`config.mk`:
```
export PLATFORM = sky130hd
export DESIGN_NAME = active_list_commit
export DESIGN_NICKNAME = d
export VERILOG_FILES = /design/src/rtl/active_list_commit.sv
export SDC_FILE = /design/constraint.sdc
export NUM_CORES = 1
export LEC_CHECK = 0
export ABC_CLOCK_PERIOD_IN_PS = 4600
export BUFFER_PORTS_ARGS = -buffer_cell sky130_fd_sc_hd__buf_2
export CAP_MARGIN = 20
export CORE_MARGIN = 4
export CORE_UTILIZATION = 45
export CTS_CLUSTER_SIZE = 14
export DETAILED_ROUTE_END_ITERATION = 12
export PLACE_DENSITY = 0.68
export RECOVER_POWER = 25
export SYNTH_ARGS = -nofsm -noshare
export SYNTH_HDL_FRONTEND = slang
export SYNTH_SLANG_ARGS = --single-unit
```
`constraint.sdc`:
```
create_clock -name clk -period 4.6 [get_ports clk]
set_clock_uncertainty 0.1 [all_clocks]
set_input_delay 0 -clock clk [delete_from_list [all_inputs] [get_ports clk]]
set_output_delay 0 -clock clk [all_outputs]
set_load 0.02 [all_outputs]
```
`src/rtl/active_list_commit.sv`:
```
// active_list_commit
//   In-order retirement buffer (active list) feeding the physical register
//   file write port and the free list. Dispatch allocates entries at the
//   tail, execution write-back marks entries done, and the head entry
//   retires in program order once it is done.
//
// Ports:
//   clk, rst_n            clock, asynchronous active-low reset
//   flush                 discard every in-flight entry
//   alloc_*               dispatch allocation request / payload, alloc_ready,
//                         alloc_tag (index given to the current allocation)
//   wb_valid/tag/data     execution write-back
//   commit_reg_*          registered register-file write (one-cycle pulse)
//   commit_free_*         registered release of the old physical register
//   count                 occupied entries
//
// Optional feature (define ACTIVE_LIST_PERF_CNT_EN):
//   adds perf_commits and perf_full_cycles 32-bit counters.
module active_list_commit #(
    parameter int DEPTH       = 16,
    parameter int PHYS_ADDR_W = 6,
    parameter int DATA_WIDTH  = 32,
    parameter int TAG_W       = $clog2(DEPTH)
) (
    input  logic                   clk,
    input  logic                   rst_n,
    input  logic                   flush,
    input  logic                   alloc_valid,
    output logic                   alloc_ready,
    input  logic                   alloc_dst_valid,
    input  logic [PHYS_ADDR_W-1:0] alloc_phys_dst,
    input  logic [PHYS_ADDR_W-1:0] alloc_old_phys,
    output logic [TAG_W-1:0]       alloc_tag,
    input  logic                   wb_valid,
    input  logic [TAG_W-1:0]       wb_tag,
    input  logic [DATA_WIDTH-1:0]  wb_data,
    output logic                   commit_reg_wr_en,
    output logic [PHYS_ADDR_W-1:0] commit_reg_addr,
    output logic [DATA_WIDTH-1:0]  commit_result_data,
    output logic                   commit_free_valid,
    output logic [PHYS_ADDR_W-1:0] commit_free_phys,
    output logic [TAG_W:0]         count
`ifdef ACTIVE_LIST_PERF_CNT_EN
    ,
    output logic [31:0]            perf_commits,
    output logic [31:0]            perf_full_cycles
`endif
);

    localparam logic [TAG_W:0] PTR_ONE = 1;

    // Pointers carry an extra wrap bit so full and empty are distinguishable.
    logic [TAG_W:0]   head;
    logic [TAG_W:0]   tail;
    logic [TAG_W-1:0] head_idx;
    logic [TAG_W-1:0] tail_idx;

    logic [DEPTH-1:0] ent_valid;
    logic [DEPTH-1:0] ent_done;

    // Payload storage: only meaningful while the matching valid bit is set.
    logic [DEPTH-1:0]       ent_dst_valid;
    logic [PHYS_ADDR_W-1:0] ent_phys_dst [DEPTH];
    logic [PHYS_ADDR_W-1:0] ent_old_phys [DEPTH];
    logic [DATA_WIDTH-1:0]  ent_data     [DEPTH];

    logic full;
    logic alloc_fire;
    logic wb_fire;
    logic retire_p0;

    assign head_idx    = head[TAG_W-1:0];
    assign tail_idx    = tail[TAG_W-1:0];
    assign full        = (head[TAG_W] != tail[TAG_W]) && (head_idx == tail_idx);
    assign count       = tail - head;
    // Readiness comes only from registered pointers, so a full list stays
    // not-ready in the very cycle its head retires.
    assign alloc_ready = !full;
    assign alloc_tag   = tail_idx;

    assign alloc_fire = alloc_valid && !full && !flush;
    assign wb_fire    = wb_valid && ent_valid[wb_tag] && !flush;
    // Decision uses registered done only: a same-cycle write-back to the
    // head does not retire it until the next cycle.
    assign retire_p0  = ent_valid[head_idx] && ent_done[head_idx] && !flush;

    always_ff @(posedge clk or negedge rst_n) begin
        if (!rst_n) begin
            head      <= '0;
            tail      <= '0;
            ent_valid <= '0;
            ent_done  <= '0;
        end else if (flush) begin
            head      <= '0;
            tail      <= '0;
            ent_valid <= '0;
            ent_done  <= '0;
        end else begin
            if (wb_fire) begin
                ent_done[wb_tag] <= 1'b1;
            end
            if (retire_p0) begin
                ent_valid[head_idx] <= 1'b0;
                head                <= head + PTR_ONE;
            end
            // An allocating slot is never valid, so it cannot collide with
            // an accepted write-back in the same cycle.
            if (alloc_fire) begin
                ent_valid[tail_idx] <= 1'b1;
                ent_done[tail_idx]  <= 1'b0;
                tail                <= tail + PTR_ONE;
            end
        end
    end

    always_ff @(posedge clk) begin
        if (alloc_fire) begin
            ent_dst_valid[tail_idx] <= alloc_dst_valid;
            ent_phys_dst[tail_idx]  <= alloc_phys_dst;
            ent_old_phys[tail_idx]  <= alloc_old_phys;
        end
        if (wb_fire) begin
            ent_data[wb_tag] <= wb_data;
        end
    end

    // ---- stage p1: registered commit outputs ----
    always_ff @(posedge clk or negedge rst_n) begin
        if (!rst_n) begin
            commit_reg_wr_en   <= 1'b0;
            commit_reg_addr    <= '0;
            commit_result_data <= '0;
            commit_free_valid  <= 1'b0;
            commit_free_phys   <= '0;
        end else if (retire_p0) begin
            commit_reg_wr_en  <= ent_dst_valid[head_idx];
            commit_free_valid <= ent_dst_valid[head_idx];
            // Address/data only move when a real register write happens.
            if (ent_dst_valid[head_idx]) begin
                commit_reg_addr    <= ent_phys_dst[head_idx];
                commit_result_data <= ent_data[head_idx];
                commit_free_phys   <= ent_old_phys[head_idx];
            end
        end else begin
            commit_reg_wr_en  <= 1'b0;
            commit_free_valid <= 1'b0;
        end
    end

`ifdef ACTIVE_LIST_PERF_CNT_EN
    // Counters survive flush; only reset clears them.
    always_ff @(posedge clk or negedge rst_n) begin
        if (!rst_n) begin
            perf_commits     <= '0;
            perf_full_cycles <= '0;
        end else begin
            if (retire_p0) begin
                perf_commits <= perf_commits + 32'd1;
            end
            if (full) begin
                perf_full_cycles <= perf_full_cycles + 32'd1;
            end
        end
    end
`endif

endmodule

```
==> flow_metrics.py <==
metrics = {
    "run_status": {
        "outcome": "finished clean",
    },
    "cts": {
        "cts_buffers": 80,
        "root_buffer": "clkbuf_16",
        "cts_tree": "yes",
        "cts-htree-levels": 3,
        "post-cts-setup-buffer-count": 0,
        "clockBufferDepth": 3,
        "insertion_delay_ns": 0.63,
        "clk_pin_slew_ns": 0.06,
        "cts_num_sinks": 807,
        "ctsResizeCount": 0,
    },
    "synthesis": {
        "yosysWarnings": 0,
        "avgSynthCellArea_um2": 22.65,
        "syn-instance-count": 1394,
        "seq_area_frac_synth_pct": 75.37,
        "syn_area_mm2": 0.03158,
        "synth.net_count": 1461,
        "synth_edf_count": 720,
        "synthDistinctLibCells": 44,
        "ys_ff_latch": 807,
        "synth_ff_type": "edfxtp_1",
        "async_flop_share_pct": 10.78,
    },
    "routing": {
        "via_per_inst": 5.854,
        "wl_per_cell_um": 27.87,
        "drt_iter0_markers": 1882,
        "drt-pass1-iter-count": 5,
        "drcViolationCount": 0,
        "wl_um": 72740,
        "vias": 15280,
        "postRouteAntennaNets": 0,
    },
    "global_routing": {
        "grt-ovfl-total": 0,
        "grt_pass1_vias": 15995,
        "grt_pass1_wl_um": 108800,
        "grt_max_degree": 109,
        "grt_antenna_before_repair": 2,
        "grt_usage_pct": 19.88,
    },
    "power_and_ir_drop": {
        "p_sw_share_pct": 19.58,
        "irDropWorstVdd_v": 0.0003030,
        "pwr-share-clk_pct": 42.7,
        "pwr-share-seq_pct": 55.4,
        "combPwrFrac_pct": 1.9,
        "power.density_mw_per_mm2": 397.4,
        "p_leak_nw": 11.83,
        "internal_power_mw": 11.64,
        "p_sw_mw": 2.835,
    },
    "setup_path": {
        "r2r_setup_slack_ns": 0.98,
        "r2r-end": "ent_valid[11]",
        "cp-end-kind": "flip-flop",
        "cp-start-kind": "flip-flop",
        "critPathKind": "reg -> reg",
        "crit_arrival_ns": 3.99,
        "r2r_start": "head[1]",
        "cp.required_ns": 4.97,
        "cp_max_fo": 28,
        "rr_worst_depth": 8,
    },
    "die": {
        "initial_utilization_pct": 45.72,
        "die_h_um": 272.9,
        "io_pins": 110,
        "die_width_um": 272.9,
        "die_area_mm2": 0.07447,
        "placementRows": 96,
        "core-area_mm2": 0.06907,
    },
    "min_path": {
        "hp-class": "in -> reg",
        "min_delay_worst_endpoint": "ent_data[3][23]",
        "holdCritStartpoint": "wb_tag[2]",
        "whs_path_depth": 4,
    },
    "timing": {
        "setup-tns-final_ns": 0,
        "slew_viol_final": 0,
        "finalSetupViolations": 0,
        "tightest_slew_ns": 1.086,
        "slew_headroom_pct": 27.32,
        "grt_setup_unrepaired": "no",
        "max_freq_mhz": 275.9,
        "min_period_ns": 3.625,
        "period_share_pct": 78.80,
        "holdWs_ns": 0.1221,
        "hold_viol": 0,
    },
    "finish": {
        "nNetsFinal": 1681,
        "drive_above_1_share_pct": 32.34,
        "design_area_mm2": 0.03643,
        "n_fill_cell": 5258,
        "diodes": 0,
        "areaGrowthSynthToFinish_pct": 15.39,
    },
    "flow_run": {
        "drv_cap": 0,
    },
    "placed_design": {
        "dpl.hpwl_um": 40610,
        "placed_area_mm2": 0.03343,
        "io_buffers": 109,
        "gp_congestion": 0.8551,
    },
}
## cells in the final DEF, fill, tap and decap left out, types with 10 or more instances in the layout
| cell | Yosys | routed |
|---|---|---|
| clkinv_2 | 0 | 11 |
| mux4_2 | 236 | 236 |
| buf_2 | 10 | 78 |
| buf_4 | 6 | 44 |
| dfrtp_1 | 87 | 84 |
| dlygate4sd3_1 | 0 | 53 |
| clkbuf_16 | 0 | 83 |
| ha_1 | 12 | 12 |
| nand2_1 | 17 | 17 |
| a21oi_1 | 18 | 18 |
| clkbuf_1 | 26 | 63 |
| a31oi_1 | 16 | 16 |
| nor2_1 | 63 | 47 |
| mux2_4 | 39 | 39 |
| nor2_4 | 0 | 16 |
| nor2b_1 | 13 | 13 |
| nand3_1 | 12 | 12 |
| inv_1 | 11 | 11 |
| edfxtp_1 | 720 | 720 |
| a311oi_1 | 12 | 12 |
| clkbuf_8 | 0 | 10 |
## cells in the mapped netlist, types with 2 or more instances
| library cell | instances | area, µm² |
|---|---|---|
| mux2_2 | 6 | 67.56 |
| mux2_4 | 39 | 585.6 |
| a311oi_1 | 12 | 105.1 |
| and2_1 | 3 | 18.77 |
| mux4_2 | 236 | 5315 |
| and4_1 | 2 | 17.52 |
| o21ai_0 | 6 | 30.03 |
| a21oi_1 | 18 | 90.09 |
| a21o_1 | 2 | 15.01 |
| buf_2 | 10 | 50.05 |
| nor2b_1 | 13 | 81.33 |
| ha_1 | 12 | 150.1 |
| xnor2_1 | 7 | 61.31 |
| nand2_1 | 17 | 63.81 |
| nand4_1 | 4 | 25.02 |
| dfrtp_1 | 87 | 2177 |
| buf_1 | 14 | 52.55 |
| nor3_1 | 6 | 30.03 |
| a31oi_1 | 16 | 100.1 |
| nand3_1 | 12 | 60.06 |
| nand3b_1 | 2 | 15.01 |
| buf_4 | 6 | 45.04 |
| and3_1 | 3 | 18.77 |
| edfxtp_1 | 720 | 21620 |
| buf_6 | 19 | 214.0 |
| o22a_1 | 7 | 61.31 |
| clkbuf_1 | 26 | 97.59 |
| inv_1 | 11 | 41.29 |
| nor2_1 | 63 | 236.5 |
## per-stage QoR
| stage | utilization (%) | power, mW | setup WS [ns] | instances |
|---|---|---|---|---|
| floorplan | - | 8.248 | 1.304 | 1394 |
| global placement | 48.40 | 8.394 | 1.188 | 2409 |
| detailed placement | 48.40 | 8.408 | 1.118 | 2409 |
| CTS | 52.81 | 14.59 | 1.103 | 2610 |
| global route | 52.75 | 14.94 | 0.8472 | 2610 |
| finish | 52.75 | 14.48 | 0.9752 | 2610 |
## repair_timing
| item | CTS | global route |
|---|---|---|
| hold endpoints to repair | 805 | 0 |
| hold buffers | 54 | 0 |
| setup endpoints to repair | 0 | 0 |
## cell families after synthesis
group           after synthesis  share of synthesized area [%]
compound gates               67                          1.427
buf+inv                      87                          1.597
fa+ha+maj                    13                         0.5389
xor+xnor                      8                         0.2219
flops                       807                          75.37
mux                         281                          18.90
simple gates                131                          1.946
## per-layer routing
layer | GRT usage (%) | vias to the layer above | share of wire [%]
met1 | 29.66 | 8254 | 42
met2 | 30.83 | 620 | 48
met3 | 3.714 | 102 | 7.4
li1 | - | 6300 | -
met5 | 0 | - | 0.037
met4 | 4.969 | 4 | 1.8
## power by group through the flow
stage / Clock [mW] / Combinational (mW) / Sequential (mW)
finish: 6.18 / 0.280 / 8.01
global route: 6.63 / 0.308 / 8.01
CTS: 6.30 / 0.285 / 8.01
detailed placement: 0 / 0.242 / 8.17
global placement: 0 / 0.230 / 8.16
floorplan: 0 / 0.0797 / 8.17
## critical path: stages (launching register included)
cell	delay, ns
dfrtp_4	0.73
inv_1	0.21
ha_1	0.35
nand4_1	0.24
o21ai_0	0.89
nor2_1	0.38
buf_4	0.34
nor2_1	0.12
a31oi_1	0.09
## area by class of cell
type                    count  area (µm²)  share of cell area (%)
repair buffers            213        1531                   4.203
multi-input cells         500        7398                   20.31
flip-flops and latches    807       23810                   65.34
well taps                 931        1165                   3.197
clock buffers             126        2338                   6.418
inverters                  12       46.29                  0.1271
clock inverters            21       147.6                  0.4052
## registers in the layout, indices dropped and copies added (netlist names), 6 cells and up
signal / count
commit_reg_addr: 6
ent_valid: 16
commit_free_phys: 6
ent_data: 512
ent_dst_valid: 16
ent_phys_dst: 96
ent_old_phys: 96
ent_done: 16
commit_result_data: 32
## worst max-delay path by stage
| stage | start | end | slack (ns) |
|---|---|---|---|
| floorplan | head[1] | ent_valid[12] | 1.30 |
| global placement | head[1] | ent_valid[11] | 1.19 |
| detailed placement | head[1] | ent_valid[11] | 1.12 |
| CTS | head[1] | ent_valid[11] | 1.10 |
| global route | head[3] | ent_valid[11] | 0.85 |
| finish | head[1] | ent_valid[11] | 0.98 |
No activity file was read; power rests on OpenSTA's default activity.
